### src/rtl/piso_serializer_if.sv
// Handshake bundle for the PISO serializer: parallel load side plus serial output side.
interface piso_serializer_if #(
    parameter int N = 8
);
    logic         load_valid;
    logic         load_ready;
    logic [N-1:0] load_data;
    logic         ser_ready;
    logic         ser_valid;
    logic         ser_data;
    logic         ser_first;
    logic         ser_last;
    logic         busy;

    modport slave (
        input  load_valid, load_data, ser_ready,
        output load_ready, ser_valid, ser_data, ser_first, ser_last, busy
    );

    modport master (
        output load_valid, load_data, ser_ready,
        input  load_ready, ser_valid, ser_data, ser_first, ser_last, busy
    );
endinterface

### src/rtl/piso_serializer.sv
// Parallel-in / serial-out shifter with valid/ready on both sides and gapless back-to-back words.
//   state | meaning
//   IDLE  | no word held, load side open
//   SHIFT | word being emitted, one bit per accepted serial beat
module piso_serializer #(
    parameter int N         = 8,
    parameter bit LSB_FIRST = 1'b1
) (
    input  logic              clk,
    input  logic              rst,
    piso_serializer_if.slave  bus
);
    localparam int            CW     = $clog2(N);
    localparam logic [CW-1:0] LAST   = CW'(N - 1);
    localparam logic [CW-1:0] PENULT = CW'(N - 2);

    typedef enum logic {IDLE, SHIFT} state_t;

    state_t         r_state;
    logic [N-1:0]   r_shreg;
    logic [CW-1:0]  r_count;
    logic           r_ser_valid;
    logic           r_ser_data;
    logic           r_ser_first;
    logic           r_ser_last;
    logic           r_busy;

    logic           w_last;
    logic           w_load_ready;
    logic           w_load;
    logic           w_beat;
    logic [N-1:0]   w_shifted;
    logic           w_next_bit;
    logic           w_load_bit;

    assign w_last       = (r_count == LAST);
    // A new word may only enter on the beat that retires the current last bit.
    assign w_load_ready = !rst && ((r_state == IDLE) ||
                                   ((r_state == SHIFT) && w_last && bus.ser_ready));
    assign w_load       = bus.load_valid && w_load_ready;
    assign w_beat       = r_ser_valid && bus.ser_ready;

    generate
        if (LSB_FIRST) begin : g_lsb
            assign w_shifted  = r_shreg >> 1;
            assign w_next_bit = r_shreg[1];
            assign w_load_bit = bus.load_data[0];
        end else begin : g_msb
            assign w_shifted  = r_shreg << 1;
            assign w_next_bit = r_shreg[N-2];
            assign w_load_bit = bus.load_data[N-1];
        end
    endgenerate

    always_ff @(posedge clk) begin
        if (rst) begin
            r_state     <= IDLE;
            r_shreg     <= '0;
            r_count     <= '0;
            r_ser_valid <= 1'b0;
            r_ser_data  <= 1'b0;
            r_ser_first <= 1'b0;
            r_ser_last  <= 1'b0;
            r_busy      <= 1'b0;
        end else if (w_load) begin
            r_state     <= SHIFT;
            r_shreg     <= bus.load_data;
            r_count     <= '0;
            r_ser_valid <= 1'b1;
            r_ser_data  <= w_load_bit;
            r_ser_first <= 1'b1;
            r_ser_last  <= 1'b0;
            r_busy      <= 1'b1;
        end else if ((r_state == SHIFT) && w_beat) begin
            if (!w_last) begin
                r_shreg     <= w_shifted;
                r_count     <= r_count + 1'b1;
                r_ser_data  <= w_next_bit;
                r_ser_first <= 1'b0;
                r_ser_last  <= (r_count == PENULT);
            end else begin
                r_state     <= IDLE;
                r_count     <= '0;
                r_ser_valid <= 1'b0;
                r_ser_first <= 1'b0;
                r_ser_last  <= 1'b0;
                r_busy      <= 1'b0;
            end
        end
    end

    assign bus.load_ready = w_load_ready;
    assign bus.ser_valid  = r_ser_valid;
    assign bus.ser_data   = r_ser_data;
    assign bus.ser_first  = r_ser_first;
    assign bus.ser_last   = r_ser_last;
    assign bus.busy       = r_busy;
endmodule

### src/flat_wrapper.sv
// flat-port wrapper written by rule: the top's interface ports become plain ports
module piso_serializer_flat 
#(
    parameter int N         = 8,
    parameter bit LSB_FIRST = 1'b1
)
  (clk, rst, bus_load_valid, bus_load_data, bus_ser_ready, bus_load_ready, bus_ser_valid, bus_ser_data, bus_ser_first, bus_ser_last, bus_busy);
  piso_serializer_if #(.N(N)) bus_i ();
  input  logic clk;
  input  logic rst;
  input wire logic [$bits(bus_i.load_valid)-1:0] bus_load_valid;
  input wire logic [$bits(bus_i.load_data)-1:0] bus_load_data;
  input wire logic [$bits(bus_i.ser_ready)-1:0] bus_ser_ready;
  output wire logic [$bits(bus_i.load_ready)-1:0] bus_load_ready;
  output wire logic [$bits(bus_i.ser_valid)-1:0] bus_ser_valid;
  output wire logic [$bits(bus_i.ser_data)-1:0] bus_ser_data;
  output wire logic [$bits(bus_i.ser_first)-1:0] bus_ser_first;
  output wire logic [$bits(bus_i.ser_last)-1:0] bus_ser_last;
  output wire logic [$bits(bus_i.busy)-1:0] bus_busy;
  assign bus_i.load_valid = bus_load_valid;
  assign bus_i.load_data = bus_load_data;
  assign bus_i.ser_ready = bus_ser_ready;
  assign bus_load_ready = bus_i.load_ready;
  assign bus_ser_valid = bus_i.ser_valid;
  assign bus_ser_data = bus_i.ser_data;
  assign bus_ser_first = bus_i.ser_first;
  assign bus_ser_last = bus_i.ser_last;
  assign bus_busy = bus_i.busy;
  piso_serializer #(.N(N), .LSB_FIRST(LSB_FIRST)) u_core (.clk(clk), .rst(rst), .bus(bus_i));
endmodule
### config.mk
export PLATFORM = sky130hd
export DESIGN_NAME = piso_serializer_flat
export DESIGN_NICKNAME = d
export VERILOG_FILES = /design/src/rtl/piso_serializer_if.sv /design/src/rtl/piso_serializer.sv /design/src/flat_wrapper.sv
export SDC_FILE = /design/constraint.sdc
export NUM_CORES = 1
export LEC_CHECK = 0
export BUFFER_PORTS_ARGS = -buffer_cell sky130_fd_sc_hd__clkbuf_2
export CAP_MARGIN = 20
export CORE_MARGIN = 3
export CORE_UTILIZATION = 50
export CTS_CLUSTER_SIZE = 12
export DETAILED_ROUTE_END_ITERATION = 8
export PLACE_DENSITY = 0.86
export SLEW_MARGIN = 20
export SYNTH_ARGS = -nofsm -noshare
export SYNTH_HDL_FRONTEND = slang
export SYNTH_SLANG_ARGS = --single-unit
export TNS_END_PERCENT = 30
### constraint.sdc
create_clock -name clk -period 1.8 [get_ports clk]
set_input_delay 0.36 -clock clk [delete_from_list [all_inputs] [get_ports clk]]
set_output_delay 0.36 -clock clk [all_outputs]
set_load 0.03 [all_outputs]
==> reports/metrics.yaml, run 1 <==
hold_violations: 0
via_per_inst: 5.58
overflow: 0
clk_pin_slew_ns: 0.08
min_period_ns: 1.73
cts-root-to-sink-buffers: 2
synth_most_common_cell: "dfxtp_1"
slowest_stage: "dfxtp_2"
synth_edf_count: 0
port_buffers: 17
clock-root-buffer: "clkbuf_4"
die_h_um: 44.2
tns_ns: 0
antenna_cells: 0
tightest_slew_ns: 0.408
skew_ns: 0.00422
yosys_warnings: 0
drc: 0
dpl.hpwl_mm: 1.06
antenna_found_initial: 0
status: "finished clean"
async_flop_share_pct: 0
worstSetupStartpointType: "flip-flop"
slowest_delay_ns: 0.35
fmax_ghz: 0.576
ir_drop_mv: 0.725
ctsHtreeMaxLevel: 1
area_delta_synth_final_pct: 17.4
crit_fanout: 6
grt_max_degree: 14
grt_pass1_wl_mm: 2.54
numCtsBuffers: 3
drtIter0Drc: 17
p_leak_nw: 0.364
start_util_pct: 54.6
relSlewSlack_pct: 72.7
hold_class: "primary input to flip-flop"
clkLatencyLatePin_ns: 0.26
cts_hold_buffers: 0
grt_util_all_layers_pct: 16.8
maxCapViolations: 0
final_util_pct: 64.1
final_nets: 115
io_pins: 18
clock-sinks: 14
die_area_um2: 1950
final_max_slew_viol_count: 0
routed-via-count: 631
detail_route.first_pass.iterations: 4
finalPower_mw: 0.628
end_kind: "output port"
ys_seq_area_share_pct: 38.5
ys_seq_elements: 14
routed_wl_mm: 1.51
power_density_nw_per_um2: 735
crit_type: "flip-flop to output port"
antenna_left: 0
drive_above_1_share_pct: 36.7
fp.dieW_um: 44.2
synth_top_area_share_pct: 38.5
synth_nets: 96
cts_tree: "built"
setup_violations: 0
post-route-period-util_pct: 96.4
ys.flop_type: "dfxtp_1"
synth.avg_cell_area_um2: 8.99
rows: 13
arrival_ns: 1.37
gp_congestion: 0.805
synthCells: 81
core-area_um2: 1330
cp.required_ns: 1.44
synth_cell_type_count: 27
ys_top_cells_by_count: "dfxtp_1 (14), a21oi_1 (12), nand2_1 (11), nor2_1 (8)"
syn_area_um2: 728
grt_pass1_vias: 574
synth_area_leaders: "dfxtp_1 (38%), a21oi_1 (8.2%), nand2_1 (5.7%), ha_1 (5.2%), nor2_1 (4.1%)"
path_cells: "ha_2, ha_4, nand2_2, a21oi_2, buf_4"
synth_top_cell_by_area: "dfxtp_1"
route.detailed.wl_per_inst_um: 13.4
[worst max-delay path, delay by kind of cell, from the launching register on]
family          cells  cell delay (ns)
buf+inv             1             0.17
compound gates      1             0.14
fa+ha+maj           2             0.37
flops               1             0.35
simple gates        1             0.08
[layout make-up]
type                    instances  area (µm²)
fillers                       116         479
multi-input cells              59         420
flip-flops and latches         14         283
repair buffers                 18        95.1
clock buffers                   3        22.5
well taps                      15        18.8
inverters                       4        15.0
[stage by stage]
step,hold slack [ns],std cells,area [µm²],setup WS [ns]
after floorplan,0.424,81,728,0.0887
after global placement,0.449,109,798,0.204
after detailed placement,0.451,109,798,0.139
after CTS,0.339,113,848,0.00113
after global routing,0.350,113,855,-0.00663
final,0.344,113,855,0.0651
[logic make-up after synthesis]
kind of cell	Yosys count	synth area share [%]
buffers and inverters	8	6.70
multiplexers	2	2.75
AO/OA/AOI/OAI	23	25.1
adder cells (fa/ha/maj)	3	5.16
flip-flops	14	38.5
AND/OR/NAND/NOR	31	21.8
[final timing paths]
check	slack, ns	start	cells past startpoint	endpoint
setup / recovery	0.07	u_core.r_count[1]$_SDFFE_PP0P_	5	bus_load_ready
setup reg to reg	0.30	u_core.r_count[1]$_SDFFE_PP0P_	5	u_core.r_shreg[0]$_SDFFE_PP0P_
hold / removal	0.34	bus_load_data[7]	3	u_core.r_shreg[7]$_SDFFE_PP0P_
hold reg to reg	0.46	u_core.r_shreg[1]$_SDFFE_PP0P_	2	u_core.r_shreg[1]$_SDFFE_PP0P_
[sequential cells by signal (all words and copies together) (netlist names)]
name                  flops
u_core.bus.busy           1
u_core.bus.ser_first      1
u_core.bus.ser_last       1
u_core.r_count            3
u_core.r_shreg            8
[metal layers]
layer | share of wire [%] | GRT usage (%)
met2 | 44 | 27.0
met3 | 5.8 | 2.85
met5 | 0 | 0
met4 | 1.1 | 5.42
met1 | 49 | 22.9
[power by group]
group          switching, mW  internal, mW
clock network         0.0886        0.0771
registers             0.0132         0.327
logic                 0.0733        0.0489
total                  0.175         0.453
[cell usage in the layout, fill, tap and decap left out, drive strengths merged]
cell type,instances
and2b,2
nor2,9
ha,3
nand2,12
a31oi,3
a21o,1
nor3,1
a21bo,1
a211oi,2
inv,4
o22ai,1
nand3,4
clkbuf,19
dfxtp,14
a22oi,1
nand3b,2
nor3b,1
a21oi,12
mux2i,2
a311oi,1
a2111oi,1
buf,2
[what timing repair did]
action	in CTS	in global routing
endpoints found under the setup margin	1	1
pin swaps	0	1
gates resized for setup	6	3
buffers inserted	1	0
(Power assumes the default switching activity.)
==> inputs of run 2 (changes only) <==
Settings changed: CORE_MARGIN 3 to 2, REMOVE_ABC_BUFFERS set to 1.
==> reports/metrics.yaml, run 2 (synthesis gave the netlist of run 1 again) <==
ir_drop_mv: 0.413  # -43%
crit_type: "flip-flop to output port"
r2r-start: "u_core.r_count[0]$_SDFFE_PP0P_"
r2r_end: "u_core.r_shreg[0]$_SDFFE_PP0P_"
via_per_inst: 5.68  # +1.7%
power_density_nw_per_um2: 790  # +7.6%
port_buffers: 17  # unchanged
fmax_ghz: 0.564  # -2.1%
final_max_slew_viol_count: 0  # unchanged
cp.required_ns: 1.44  # about the same
io_pins: 18  # unchanged
worstRegToRegCells: 6  # +1
die_h_um: 42.2  # -4.5%
drc: 0  # unchanged
p_leak_nw: 0.378  # +3.7%
hold_depth: 3  # unchanged
rows: 13  # unchanged
drive_above_1_share_pct: 38.0  # +1.3 points
largest_reg_flops: 8  # unchanged
antenna_cells: 0  # unchanged
mostFrequentLayoutCell: "clkbuf_2"
min_from: "bus_load_data[3]"
hold_class: "primary input to flip-flop"
ctsHtreeMaxLevel: 1  # unchanged
area_delta_synth_final_pct: 20.8
die_area_um2: 1780  # -8.9%
critical-path-top-delay-family: "flip-flops"
clock-root-buffer: "clkbuf_4"
cts-root-to-sink-buffers: 2  # unchanged
start_util_pct: 54.6  # unchanged
layout_common_cells: "clkbuf_2 (16), dfxtp_1 (12), a21oi_1 (11)"
antenna_found_initial: 0  # unchanged
fp.dieW_um: 42.2  # -4.5%
cts_tree: "built"
skew_ns: 0.00258  # -0.00163 ns
routed_wl_mm: 1.72  # +14%
maxCapViolations: 0  # unchanged
hold_violations: 0  # unchanged
post-route-period-util_pct: 98.5  # +2.1 points
antenna_left: 0  # unchanged
top_regs: "u_core.r_shreg: 8 flops, u_core.r_count: 3 flops"
detail_route.first_pass.iterations: 5  # +1
worstSetupStartpointType: "flip-flop"
end_kind: "output port"
dp_slack_ns: 0.168  # +0.0288 ns
grt_pass1_vias: 643  # +12%
route.detailed.wl_per_inst_um: 15.0  # +12%
dpl.hpwl_mm: 1.07  # +1.6%
numCtsBuffers: 3  # unchanged
grt_pass1_wl_mm: 2.87  # +13%
crit_fanout: 5  # -1
setup_violations: 0  # unchanged
drtIter0Drc: 11  # -6
clock-sinks: 14  # unchanged
slowest_delay_ns: 0.36  # about the same
cts_hold_buffers: 0  # unchanged
clkLatencyLatePin_ns: 0.28  # +0.02 ns
min_period_ns: 1.77  # +0.0381 ns
relSlewSlack_pct: 79.9  # +7.2 points
path_cells: "ha_2, ha_4, nand2_2, a21oi_2, buf_6"
grt_util_all_layers_pct: 21.6  # +4.7 points
layout_setup_ws_ns: 0.0270  # -0.0381 ns
core-area_um2: 1330  # unchanged
tightest_slew_ns: 0.301  # -0.108 ns
clk_pin_slew_ns: 0.08  # about the same
instances_no_fill: 115  # +1.8%
hold_end: "u_core.r_shreg[3]$_SDFFE_PP0P_"
overflow: 0  # unchanged
arrival_ns: 1.41  # +0.04 ns
status: "finished clean"
slowest_stage: "dfxtp_2"
final_nets: 116  # +0.87%
cp_num_buf_inv: 1  # unchanged
gp_congestion: 0.768  # -4.6%
r2r_setup_slack_ns: 0.15  # -0.15 ns
routed-via-count: 653  # +3.5%
regMostFlops: "u_core.r_shreg"
placed_cells: 110  # +0.92%
grt_max_degree: 14  # unchanged
-- run 2: how the worst max path moves through the flow --
| stage | start | to | slack (ns) | cells past startpoint |
|---|---|---|---|---|
| finish | u_core.r_count[0]$_SDFFE_PP0P_ | bus_load_ready | 0.03 | 5 |
| global placement | u_core.r_count[0]$_SDFFE_PP0P_ | bus_load_ready | 0.21 | 5 |
| CTS | u_core.r_count[0]$_SDFFE_PP0P_ | bus_load_ready | 0.02 | 5 |
| floorplan | u_core.r_count[0]$_SDFFE_PP0P_ | bus_load_ready | 0.09 | 4 |
| detailed placement | u_core.r_count[0]$_SDFFE_PP0P_ | bus_load_ready | 0.17 | 5 |
| global route | u_core.r_count[0]$_SDFFE_PP0P_ | bus_load_ready | -0.03 | 5 |
-- run 2: where the power goes --
| group | internal (mW) | switching [mW] |
|---|---|---|
| registers | 0.327 | 0.0118 |
| logic | 0.0506 | 0.0767 |
| clock network | 0.123 | 0.106 |
-- run 2: routing by layer --
metal / routed length (µm) / up-vias / global-route usage, %
met5: 0 / - / 0
met3: 67 / 8 / 3.02
li1: - / 320 / -
met2: 889 / 23 / 36.6
met4: 72 / 0 / 15.0
met1: 692 / 302 / 24.5
-- run 2: timing repair --
| action | CTS | global route |
|---|---|---|
| resized for setup | 7 | 3 |
| buffers inserted | 0 | 1 |
| pin swaps | 0 | 0 |
| endpoints found under the setup margin | 1 | 1 |
-- run 2: layout make-up --
cell class / count / area (µm²)
Tap cell: 15 / 18.8
Inverter: 4 / 15.0
Sequential cell: 14 / 283
Fill cell: 110 / 454
Clock buffer: 4 / 36.3
Multi-Input combinational cell: 59 / 420
Timing Repair Buffer: 19 / 106
-- run 2: worst register-to-register path, stage by stage, from the launching register on --
cell       delay [ns]
dfxtp_2          0.34
ha_2             0.20
ha_4             0.18
buf_4            0.14
and2b_2          0.27
o22ai_4          0.10
a2111oi_4        0.33
-- run 2: metrics by stage --
step | utilization [%] | area, µm² | power (mW) | setup TNS, ns | hold WS (ns)
final | 65.9 | 880 | 0.695 | 0 | 0.340
after detailed placement | 60.4 | 806 | 0.467 | 0 | 0.451
after floorplan | - | 694 | 0.423 | 0 | 0.424
after CTS | 64.8 | 865 | 0.690 | 0 | 0.336
after global routing | 65.9 | 880 | 0.724 | -0.0293 | 0.340
after global placement | 60.4 | 806 | 0.463 | 0 | 0.444
==> inputs of run 3 (changes only) <==
Settings changed: CAP_MARGIN 20 to not set, REMOVE_ABC_BUFFERS 1 to not set.
==> reports/metrics.yaml, run 3 (synthesis gave the netlist of run 1 again) <==
status: "finished clean"
placed_cell_area_um2: 798  # -0.93%
drc: 0  # unchanged
final_nets: 115  # -0.86%
hold_end: "u_core.r_shreg[3]$_SDFFE_PP0P_"
hold_depth: 3  # unchanged
regMostFlops: "u_core.r_shreg"
top_regs: "u_core.r_shreg: 8 flops, u_core.r_count: 3 flops"
start_util_pct: 54.6  # unchanged
clock-sinks: 14  # unchanged
largest_reg_flops: 8  # unchanged
antenna_left: 0  # unchanged
end_kind: "output port"
route.detailed.wl_per_inst_um: 13.7  # -8.2%
numCtsBuffers: 3  # unchanged
r2r_setup_slack_ns: 0.26  # +0.11 ns
grt_pass1_vias: 589  # -8.4%
p_leak_nw: 0.373  # -1.3%
relSlewSlack_pct: 73.2  # -6.7 points
port_buffers: 17  # unchanged
min_period_ns: 1.69  # -0.0800 ns
fp.dieW_um: 42.2  # unchanged
die_h_um: 42.2  # unchanged
clkLatencyLatePin_ns: 0.28  # about the same
gp_congestion: 0.788  # +2.7%
layout_setup_ws_ns: 0.107  # +0.0800 ns
antenna_cells: 0  # unchanged
dp_slack_ns: 0.157  # -0.0105 ns
overflow: 0  # unchanged
dpl.hpwl_mm: 1.05  # -2.7%
final_max_slew_viol_count: 0  # unchanged
r2r-start: "u_core.r_count[1]$_SDFFE_PP0P_"
crit_fanout: 6  # +1
skew_ns: 0.00273  # +0.000151 ns
cts-root-to-sink-buffers: 2  # unchanged
r2r_end: "u_core.r_shreg[0]$_SDFFE_PP0P_"
min_from: "bus_load_data[3]"
seq_area_um2: 283  # unchanged
setup_violations: 0  # unchanged
post-route-period-util_pct: 94.1  # -4.4 points
ctsHtreeMaxLevel: 1  # unchanged
clock-root-buffer: "clkbuf_4"
final_area_um2: 882  # +0.28%
cts_tree: "built"
maxCapViolations: 0  # unchanged
power_density_nw_per_um2: 781  # -1.2%
hold_class: "primary input to flip-flop"
hold_violations: 0  # unchanged
die_area_um2: 1780  # unchanged
rows: 13  # unchanged
antenna_found_initial: 0  # unchanged
mostFrequentLayoutCell: "clkbuf_2"
io_pins: 18  # unchanged
tns_ns: 0  # unchanged
crit_type: "flip-flop to output port"
drtIter0Drc: 15  # +4
fillers: 101  # -8.2%
ir_drop_mv: 0.473  # +15%
grt_pass1_wl_mm: 2.65  # -7.7%
multiInputGateArea_um2: 430  # +2.4%
fmax_ghz: 0.591  # +4.7%
routed_wl_mm: 1.57  # -9.0%
drive_above_1_share_pct: 37.4  # -0.63 points
grt_util_all_layers_pct: 20.2  # -1.3 points
grt_max_degree: 14  # unchanged
via_per_inst: 5.63  # -0.82%
layout_common_cells: "clkbuf_2 (16), dfxtp_1 (12), a21oi_1 (11)"
area_delta_synth_final_pct: 21.1
rsz0062_at_grt: "no"
worstRegToRegCells: 5  # -1
core-area_um2: 1330  # unchanged
cts_hold_buffers: 0  # unchanged
routed-via-count: 642  # -1.7%
clk_pin_slew_ns: 0.08  # about the same
worstSetupStartpointType: "flip-flop"
tightest_slew_ns: 0.401  # +0.100 ns
arrival_ns: 1.33  # -0.08 ns
cp.required_ns: 1.44  # about the same
detail_route.first_pass.iterations: 6  # +1
[run 3: cell count changes in the layout (fill, tap and decap cells not counted)]
cell,previous run,this run
buf_4,2,1
ha_2,1,0
ha_4,1,2
[run 3: final cells by class]
type                            instances  area share [%]
Timing Repair Buffer                   18            11.2
Inverter                                4            1.70
Clock buffer                            4            4.11
Tap cell                               15            2.13
Sequential cell                        14            32.1
Multi-Input combinational cell         59            48.8
[run 3: how the worst max path moves through the flow]
stage	from	to	slack [ns]	cells past startpoint
floorplan	u_core.r_count[0]$_SDFFE_PP0P_	bus_load_ready	0.09	4
global placement	u_core.r_count[0]$_SDFFE_PP0P_	bus_load_ready	0.21	5
detailed placement	u_core.r_count[0]$_SDFFE_PP0P_	u_core.r_shreg[0]$_SDFFE_PP0P_	0.16	5
CTS	u_core.r_count[1]$_SDFFE_PP0P_	bus_load_ready	0.01	5
global route	u_core.r_count[1]$_SDFFE_PP0P_	bus_load_ready	0.02	5
finish	u_core.r_count[1]$_SDFFE_PP0P_	bus_load_ready	0.11	5
[run 3: through the flow]
| stage | hold slack (ns) | std cells | power, mW | util [%] |
|---|---|---|---|---|
| after floorplan | 0.424 | 81 | 0.437 | - |
| after global placement | 0.449 | 109 | 0.461 | 59.8 |
| after detailed placement | 0.450 | 109 | 0.464 | 59.8 |
| after CTS | 0.336 | 114 | 0.691 | 64.6 |
| after global routing | 0.348 | 114 | 0.721 | 66.1 |
| final | 0.337 | 114 | 0.689 | 66.1 |
[run 3: what timing repair did]
item                                    CTS  global route
pin swaps                                 0             1
setup buffers                             1             0
endpoints found under the setup margin    1             1
gates resized for setup                   6             5
[run 3: routing by layer]
layer  vias up  wire [µm]  track usage (%)
li1        320          -                -
met1       287        661             23.4
met2        25        729             32.6
met3        10         95             3.88
met4         0         80             15.0
met5         -          0                0
[run 3: worst max-delay path: stages, from the launching register on]
cell     delay (ns)
dfxtp_2        0.36
ha_4           0.15
ha_4           0.16
nand2_2        0.08
a21oi_2        0.15
buf_6          0.15
[run 3: where the power goes]
part	switching (mW)	internal [mW]	total [mW]
clock	0.102	0.123	0.225
combinational	0.0727	0.0498	0.122
sequential	0.0147	0.327	0.341
total	0.189	0.500	0.689
